===== src/rtl/mandelbrot_pkg.sv =====
// mandelbrot_pkg
// Shared definitions for the Mandelbrot pixel fetch path: the fetch FSM state encoding, the
// iteration-code width, and the bit layout of a buffered pixel entry {eof, eol, data}.
package mandelbrot_pkg;

  localparam int unsigned CODE_W    = 4;
  localparam int unsigned ENTRY_EOL = 4;
  localparam int unsigned ENTRY_EOF = 5;
  localparam int unsigned ENTRY_W   = 6;

  typedef enum logic [1:0] {
    FETCH_IDLE,
    FETCH_ISSUE,
    FETCH_WAIT_START,
    FETCH_WAIT_DONE
  } fetch_state_e;

  function automatic logic [ENTRY_W-1:0] pack_entry(input logic eof, input logic eol,
                                                    input logic [CODE_W-1:0] data);
    logic [ENTRY_W-1:0] e;
    e = '0;
    e[CODE_W-1:0] = data;
    e[ENTRY_EOL]  = eol;
    e[ENTRY_EOF]  = eof;
    return e;
  endfunction

endpackage


===== src/rtl/pixel_fifo.sv =====
// pixel_fifo
// Show-ahead synchronous FIFO: the head entry is presented combinationally on o_head.
// Ports:
//   clk, rst     clock, synchronous active-high reset (empties the FIFO)
//   i_push       write i_push_data (ignored when full unless a pop happens in the same cycle)
//   i_pop        drop the head entry (ignored when empty)
//   o_head       head entry, forced to zero while empty
//   o_count      number of stored entries (0..DEPTH)
//   o_full       o_count == DEPTH
//   o_empty      o_count == 0
module pixel_fifo #(
  parameter int unsigned DEPTH = 8,
  parameter int unsigned DW    = 6
) (
  input  logic                   clk,
  input  logic                   rst,
  input  logic                   i_push,
  input  logic [DW-1:0]          i_push_data,
  input  logic                   i_pop,
  output logic [DW-1:0]          o_head,
  output logic [$clog2(DEPTH):0] o_count,
  output logic                   o_full,
  output logic                   o_empty
);

  localparam int unsigned AW = $clog2(DEPTH);
  localparam logic [AW:0] FullCount = (AW + 1)'(DEPTH);

  logic [DW-1:0] r_mem [DEPTH];
  logic [AW-1:0] r_wr_ptr;
  logic [AW-1:0] r_rd_ptr;
  logic [AW:0]   r_count;
  logic          w_do_push;
  logic          w_do_pop;

  assign o_empty   = (r_count == '0);
  assign o_full    = (r_count == FullCount);
  assign o_count   = r_count;
  assign w_do_pop  = i_pop && !o_empty;
  assign w_do_push = i_push && (!o_full || w_do_pop);
  assign o_head    = o_empty ? '0 : r_mem[r_rd_ptr];

  always_ff @(posedge clk) begin
    if (w_do_push) begin
      r_mem[r_wr_ptr] <= i_push_data;
    end
  end

  always_ff @(posedge clk) begin
    if (rst) begin
      r_wr_ptr <= '0;
      r_rd_ptr <= '0;
      r_count  <= '0;
    end else begin
      if (w_do_push) r_wr_ptr <= r_wr_ptr + 1'b1;
      if (w_do_pop)  r_rd_ptr <= r_rd_ptr + 1'b1;
      case ({w_do_push, w_do_pop})
        2'b10:   r_count <= r_count + 1'b1;
        2'b01:   r_count <= r_count - 1'b1;
        default: r_count <= r_count;
      endcase
    end
  end

endmodule


===== src/rtl/mandelbrot_pixel_fetch.sv =====
// mandelbrot_pixel_fetch
// Requests pixels from the Mandelbrot engine one at a time, captures each 4-bit iteration
// code, tags it with line/frame position and buffers it for the video readout stream.
// Ports:
//   clk, rst          clock, synchronous active-high reset
//   enable            keep requesting pixels while high
//   eng_run           one-cycle request pulse to the engine
//   eng_running       engine busy
//   eng_ctr           engine iteration code, valid once eng_running falls
//   eng_finished      engine frame-complete flag, checked against our eof tag
//   pix_valid/ready   output stream handshake
//   pix_data/eol/eof  head pixel code and position tags
//   busy              fetch FSM not idle
//   sync_err          sticky frame-boundary mismatch
module mandelbrot_pixel_fetch
  import mandelbrot_pkg::*;
#(
  parameter int unsigned DEPTH  = 8,
  parameter int unsigned WIDTH  = 320,
  parameter int unsigned HEIGHT = 240
) (
  input  logic              clk,
  input  logic              rst,
  input  logic              enable,
  output logic              eng_run,
  input  logic              eng_running,
  input  logic [CODE_W-1:0] eng_ctr,
  input  logic              eng_finished,
  output logic              pix_valid,
  output logic [CODE_W-1:0] pix_data,
  output logic              pix_eol,
  output logic              pix_eof,
  input  logic              pix_ready,
  output logic              busy,
  output logic              sync_err
);

  localparam int unsigned XW = (WIDTH > 1) ? $clog2(WIDTH) : 1;
  localparam int unsigned YW = (HEIGHT > 1) ? $clog2(HEIGHT) : 1;
  localparam int unsigned CW = $clog2(DEPTH) + 1;
  localparam logic [XW-1:0] XLast  = XW'(WIDTH - 1);
  localparam logic [YW-1:0] YLast  = YW'(HEIGHT - 1);
  localparam logic [CW-1:0] DepthC = CW'(DEPTH);

  fetch_state_e       r_state;
  fetch_state_e       w_state_next;
  logic [XW-1:0]      r_x;
  logic [YW-1:0]      r_y;
  logic               r_sync_err;
  logic               w_push;
  logic               w_pop;
  logic               w_eol;
  logic               w_eof;
  logic [CW-1:0]      w_count;
  logic [CW-1:0]      w_post_count;
  logic               w_full;
  logic               w_empty;
  logic [ENTRY_W-1:0] w_head;

  assign w_eol = (r_x == XLast);
  assign w_eof = w_eol && (r_y == YLast);
  assign w_pop = pix_ready && !w_empty;

  // Occupancy as it will be after this cycle's push and any concurrent pop.
  assign w_post_count = w_count + CW'(1) - CW'(w_pop);

  pixel_fifo #(
    .DEPTH (DEPTH),
    .DW    (ENTRY_W)
  ) u_fifo (
    .clk         (clk),
    .rst         (rst),
    .i_push      (w_push),
    .i_push_data (pack_entry(w_eof, w_eol, eng_ctr)),
    .i_pop       (w_pop),
    .o_head      (w_head),
    .o_count     (w_count),
    .o_full      (w_full),
    .o_empty     (w_empty)
  );

  always_ff @(posedge clk) begin
    if (rst) r_state <= FETCH_IDLE;
    else     r_state <= w_state_next;
  end

  // A request is only issued with a free FIFO slot, so the eventual push can never overflow.
  always_comb begin
    w_state_next = r_state;
    w_push       = 1'b0;
    eng_run      = 1'b0;
    unique case (r_state)
      FETCH_IDLE: begin
        if (enable && !eng_running && !w_full) w_state_next = FETCH_ISSUE;
      end
      FETCH_ISSUE: begin
        eng_run      = 1'b1;
        w_state_next = FETCH_WAIT_START;
      end
      FETCH_WAIT_START: begin
        if (eng_running) w_state_next = FETCH_WAIT_DONE;
      end
      FETCH_WAIT_DONE: begin
        if (!eng_running) begin
          w_push = 1'b1;
          if (enable && (w_post_count < DepthC)) w_state_next = FETCH_ISSUE;
          else                                   w_state_next = FETCH_IDLE;
        end
      end
      default: w_state_next = FETCH_IDLE;
    endcase
  end

  always_ff @(posedge clk) begin
    if (rst) begin
      r_x        <= '0;
      r_y        <= '0;
      r_sync_err <= 1'b0;
    end else if (w_push) begin
      if (w_eol) begin
        r_x <= '0;
        r_y <= w_eof ? '0 : r_y + 1'b1;
      end else begin
        r_x <= r_x + 1'b1;
      end
      if (eng_finished != w_eof) r_sync_err <= 1'b1;
    end
  end

  assign pix_valid = !w_empty;
  assign pix_data  = w_head[CODE_W-1:0];
  assign pix_eol   = w_head[ENTRY_EOL];
  assign pix_eof   = w_head[ENTRY_EOF];
  assign busy      = (r_state != FETCH_IDLE);
  assign sync_err  = r_sync_err;

endmodule


===== config.mk =====
export PLATFORM = sky130hd
export DESIGN_NAME = mandelbrot_pixel_fetch
export DESIGN_NICKNAME = d
export VERILOG_FILES = /design/src/rtl/mandelbrot_pkg.sv /design/src/rtl/pixel_fifo.sv /design/src/rtl/mandelbrot_pixel_fetch.sv
export SDC_FILE = /design/constraint.sdc
export NUM_CORES = 1
export LEC_CHECK = 0
export ABC_AREA = 1
export BUFFER_PORTS_ARGS = -buffer_cell sky130_fd_sc_hd__buf_4
export CAP_MARGIN = 10
export CELL_PAD_IN_SITES_DETAIL_PLACEMENT = 2
export CELL_PAD_IN_SITES_GLOBAL_PLACEMENT = 2
export CORE_MARGIN = 2
export CORE_UTILIZATION = 35
export DETAILED_ROUTE_END_ITERATION = 8
export PLACE_DENSITY = 0.81
export SETUP_SLACK_MARGIN = 0.02
export SYNTH_ARGS = -nofsm -noshare
export SYNTH_HDL_FRONTEND = slang
export SYNTH_SLANG_ARGS = --single-unit

===== constraint.sdc =====
create_clock -name clk -period 1.91 [get_ports clk]
set_input_delay 0.2865 -clock clk [delete_from_list [all_inputs] [get_ports clk]]
set_output_delay 0.2865 -clock clk [all_outputs]
set_load 0.1 [all_outputs]

==> run_summary.xml <==
<?xml version="1.0" encoding="UTF-8"?>
<metrics>
  <group name="min_path">
    <metric name="hold_path_class" unit="">primary input to flip-flop</metric>
  </group>
  <group name="routing">
    <metric name="dr_total_vias" unit="">3003</metric>
    <metric name="routed_via_density" unit="">5.15</metric>
    <metric name="drt-initial-drc-count" unit="">133</metric>
    <metric name="route.antenna.remaining_nets" unit="">0</metric>
    <metric name="post-route-drc-count" unit="">0</metric>
    <metric name="first_pass_drt_iterations" unit="">4</metric>
    <metric name="post_drt_wl_per_cell" unit="um">20.9</metric>
    <metric name="routed_wl" unit="um">12200</metric>
  </group>
  <group name="place">
    <metric name="io_buffers" unit="">19</metric>
    <metric name="finalWeightedCongestion" unit="">0.777</metric>
    <metric name="place.detailed.instances" unit="">555</metric>
    <metric name="worst_setup_slack_post_dpl" unit="ns">-0.0131</metric>
    <metric name="post-dp-hpwl" unit="um">7500</metric>
  </group>
  <group name="power_and_ir_drop">
    <metric name="leakagePower" unit="nW">1.84</metric>
    <metric name="p_total" unit="W">0.00753</metric>
    <metric name="ir_drop" unit="mV">1.11</metric>
    <metric name="cellPowerDensity" unit="mW/mm^2">1540</metric>
  </group>
  <group name="floorplanning">
    <metric name="die-width" unit="um">107</metric>
    <metric name="start_util" unit="">0.358</metric>
    <metric name="placementRows" unit="">37</metric>
    <metric name="floorplan.io_pins" unit="">20</metric>
    <metric name="fp.dieH" unit="um">107</metric>
    <metric name="coreArea" unit="mm^2">0.0103</metric>
    <metric name="fp.dieArea" unit="mm^2">0.0113</metric>
  </group>
  <group name="yosys">
    <metric name="synthMostInstantiatedCell" unit="">sky130_fd_sc_hd__nor2_1</metric>
    <metric name="yosys.cell_types.count" unit="">34</metric>
    <metric name="synthesized_area_per_cell" unit="um^2">9.53</metric>
    <metric name="synth-seq-area-share" unit="">0.571</metric>
    <metric name="count_of_flip_flops_with_a_built_in_enable_after_synthesis" unit="">48</metric>
    <metric name="synth_top_cell_area_share" unit="">0.392</metric>
    <metric name="synthesis.area" unit="mm^2">0.00368</metric>
    <metric name="synth_warnings" unit="">0</metric>
    <metric name="postSynth.topFlopCell" unit="">sky130_fd_sc_hd__edfxtp_1</metric>
    <metric name="syn_nets" unit="">408</metric>
    <metric name="async_set_or_reset_register_ratio_after_synthesis" unit="">0</metric>
    <metric name="synth-seq-cells" unit="">81</metric>
    <metric name="yosys-top-cells-count" unit="">sky130_fd_sc_hd__nor2_1 (67), sky130_fd_sc_hd__edfxtp_1 (48), sky130_fd_sc_hd__nand2_1 (47), sky130_fd_sc_hd__inv_1 (44), sky130_fd_sc_hd__o21ai_0 (43)</metric>
    <metric name="synth_area_leaders" unit="">sky130_fd_sc_hd__edfxtp_1 (39%), sky130_fd_sc_hd__dfxtp_1 (18%), sky130_fd_sc_hd__nor2_1 (6.8%)</metric>
    <metric name="synthesis.instances" unit="">386</metric>
    <metric name="area_leader_netlist" unit="">sky130_fd_sc_hd__edfxtp_1</metric>
  </group>
  <group name="setup_path">
    <metric name="critPathMaxStageDelay" unit="ns">0.38</metric>
    <metric name="critical_path.endpoint_type" unit="">output port</metric>
    <metric name="largest_fanout_on_the_critical_path" unit="">8</metric>
    <metric name="criticalPathCategory" unit="">flip-flop to output port</metric>
    <metric name="cells_traversed_along_the_worst_timing_path" unit="">buf_8, buf_8, nor2_2, nor2_1, o21ai_2, a31oi_4, buf_12</metric>
    <metric name="crit_path_top_delay_cell" unit="">sky130_fd_sc_hd__dfxtp_4</metric>
    <metric name="path_common_cell" unit="">sky130_fd_sc_hd__buf_8</metric>
    <metric name="start_kind" unit="">flip-flop</metric>
    <metric name="crit_family" unit="">buffers and inverters</metric>
    <metric name="critPathBufInv" unit="">3</metric>
    <metric name="cp_data_required_time" unit="ns">1.62</metric>
    <metric name="cp.arrival" unit="ns">1.73</metric>
  </group>
  <group name="timing">
    <metric name="final_critical_path_setup_slack" unit="ns">-0.106</metric>
    <metric name="finalClockSkew" unit="ns">0.0209</metric>
    <metric name="crit_share_post_route" unit="">1.06</metric>
    <metric name="final-hold-violation-count" unit="">0</metric>
    <metric name="rsz0062_at_grt" unit="">true</metric>
    <metric name="setup-violations-final" unit="">6</metric>
    <metric name="timing.slew.headroom" unit="">0.687</metric>
    <metric name="tmin_final" unit="ns">2.02</metric>
    <metric name="fmaxAchievable" unit="MHz">496</metric>
    <metric name="slew_violations" unit="">0</metric>
    <metric name="worst-slew-pin-transition" unit="ns">0.469</metric>
  </group>
  <group name="clocking">
    <metric name="clk_pin_slew_worst_paths" unit="ns">0.10</metric>
    <metric name="clk_lat_worst_skew" unit="ns">0.37</metric>
    <metric name="cts.hold.buffers_added" unit="">0</metric>
    <metric name="cts_root_buffer" unit="">sky130_fd_sc_hd__clkbuf_8</metric>
    <metric name="cts_buffer_depth" unit="">2</metric>
    <metric name="tritoncts.num_buffers" unit="">9</metric>
    <metric name="cts_num_sinks" unit="">81</metric>
    <metric name="cts_max_level" unit="">3</metric>
    <metric name="clock_tree_from_tritoncts" unit="">yes</metric>
  </group>
  <group name="final_layout">
    <metric name="area_growth_syn_to_layout" unit="%">32.9</metric>
    <metric name="stdcell_count" unit="">583</metric>
    <metric name="fillers" unit="">1054</metric>
    <metric name="final_stage_net_count" unit="">464</metric>
    <metric name="sequential_cell_area" unit="mm^2">0.00211</metric>
    <metric name="antennaDiodeCount" unit="">0</metric>
    <metric name="drive_gt1_frac" unit="">0.327</metric>
    <metric name="multi_input_comb_area" unit="mm^2">0.00166</metric>
  </group>
  <group name="global_route">
    <metric name="grt_antenna_before_repair" unit="">0</metric>
    <metric name="groute.usage.overall" unit="">0.216</metric>
    <metric name="global_route_wire_length_before_repair" unit="um">18300</metric>
    <metric name="grt_start_max_net_pins" unit="">15</metric>
    <metric name="globalRouteOverflowTotal" unit="">0</metric>
    <metric name="vias_in_the_first_global_route" unit="">3342</metric>
  </group>
  <group name="outcome">
    <metric name="failing_checks" unit="">negative setup slack</metric>
    <metric name="outcome" unit="">finished with violations</metric>
  </group>
  <group name="run">
    <metric name="timing.max_cap.violations" unit="">0</metric>
  </group>
</metrics>
-- registers in the layout (all words and copies together), names as in the netlist, named ones only --
signal / cells
r_y: 8
u_fifo.r_wr_ptr: 3
u_fifo.r_mem: 48
u_fifo.o_count: 4
sync_err: 1
r_state: 2
u_fifo.r_rd_ptr: 3
r_x: 9
-- cells in the final DEF, fill, tap and decap left out, types with 2 or more instances in the layout --
master	synthesis	final
sky130_fd_sc_hd__o21ai_2	2	21
sky130_fd_sc_hd__buf_6	0	8
sky130_fd_sc_hd__buf_8	0	2
sky130_fd_sc_hd__inv_1	44	39
sky130_fd_sc_hd__xor2_1	6	6
sky130_fd_sc_hd__nand4_1	5	5
sky130_fd_sc_hd__nand2_4	2	2
sky130_fd_sc_hd__nor2_1	67	55
sky130_fd_sc_hd__a21oi_1	19	19
sky130_fd_sc_hd__clkbuf_8	0	10
sky130_fd_sc_hd__o22ai_2	0	6
sky130_fd_sc_hd__ha_1	12	9
sky130_fd_sc_hd__clkinvlp_4	0	3
sky130_fd_sc_hd__buf_12	0	7
sky130_fd_sc_hd__nand2_1	47	45
sky130_fd_sc_hd__clkinv_4	0	2
sky130_fd_sc_hd__dfxtp_2	0	3
sky130_fd_sc_hd__edfxtp_1	48	48
sky130_fd_sc_hd__o21ai_1	2	14
sky130_fd_sc_hd__nor3b_1	2	2
sky130_fd_sc_hd__nand3_1	11	11
sky130_fd_sc_hd__nand2_2	1	2
sky130_fd_sc_hd__dfxtp_4	0	2
sky130_fd_sc_hd__a31oi_4	0	6
sky130_fd_sc_hd__buf_4	0	36
sky130_fd_sc_hd__nor3_1	3	3
sky130_fd_sc_hd__nor2_4	2	5
sky130_fd_sc_hd__nor2_2	1	10
sky130_fd_sc_hd__dfxtp_1	33	28
sky130_fd_sc_hd__ha_4	0	3
sky130_fd_sc_hd__inv_2	2	6
sky130_fd_sc_hd__xnor2_1	3	3
sky130_fd_sc_hd__o21ai_0	43	12
-- worst register-to-register path, delay by kind of cell (launching register included) --
kind	cells	cell delay, ns
buf+inv	1	0.09
compound gates	4	0.58
simple gates	3	0.37
flops	1	0.37
fa+ha+maj	2	0.37
-- area by class of cell --
cell class,instances,share of cell area
clock inverter,6,0.0138
multi-input combinational,249,0.340
timing repair buffer,54,0.114
tap,136,0.0348
clock buffer,10,0.0281
inverter,47,0.0374
sequential,81,0.432
-- repair_timing --
action                                  4_1_cts  5_1_grt
buffers inserted                             11        0
cloned                                        1        0
gates resized for setup                      74       39
pin swaps                                    16       23
endpoints found under the setup margin       57       56
-- metal layers --
layer / part of all wire / GRT usage / up-vias
met1: 0.40 / 0.235 / 1513
met5: 0 / 0 / -
met2: 0.55 / 0.413 / 54
li1: - / - / 1414
met4: 0.025 / 0.0733 / 0
met3: 0.027 / 0.0417 / 22
-- logic make-up (layout without fill, tap and decap cells) --
group,count (synthesis),in the layout,share of synthesized area
compound gates,81,81,0.120
xor+xnor,9,9,0.0214
fa+ha+maj,12,12,0.0408
simple gates,147,147,0.187
buf+inv,56,117,0.0588
flops,81,81,0.571
-- final timing paths --
check / startpoint / end / slack, ns / cells after the start
setup / recovery: flip-flop / pix_data[0] / -0.11 / 7
hold / removal: eng_ctr[3] / u_fifo.r_mem[2][3]$_DFFE_PP_ / 0.17 / 1
setup reg to reg: u_fifo.o_count[1]$_SDFFE_PP0P_ / u_fifo.o_count[3]$_SDFFE_PP0P_ / 0.02 / 10
hold reg to reg: sync_err$_SDFFE_PP0P_ / sync_err$_SDFFE_PP0P_ / 0.46 / 2
-- through the flow --
step	hold WS [ns]	cell area [um^2]	utilization	setup TNS [ns]
floorplan	0.385	3800	-	0
global route	0.158	4890	0.476	-2.79
detailed placement	0.453	4250	0.413	-0.167
global placement	0.444	4250	0.413	0
CTS	0.172	4770	0.464	-0.479
finish	0.174	4890	0.476	-0.508
-- power by group --
part / switching [W] / total [W] / internal, W
Clock: 0.000698 / 0.00134 / 0.000643
Combinational: 0.00263 / 0.00410 / 0.00146
Sequential: 0.000129 / 0.00209 / 0.00196
Total: 0.00346 / 0.00753 / 0.00407
(Power assumes the default switching activity.)
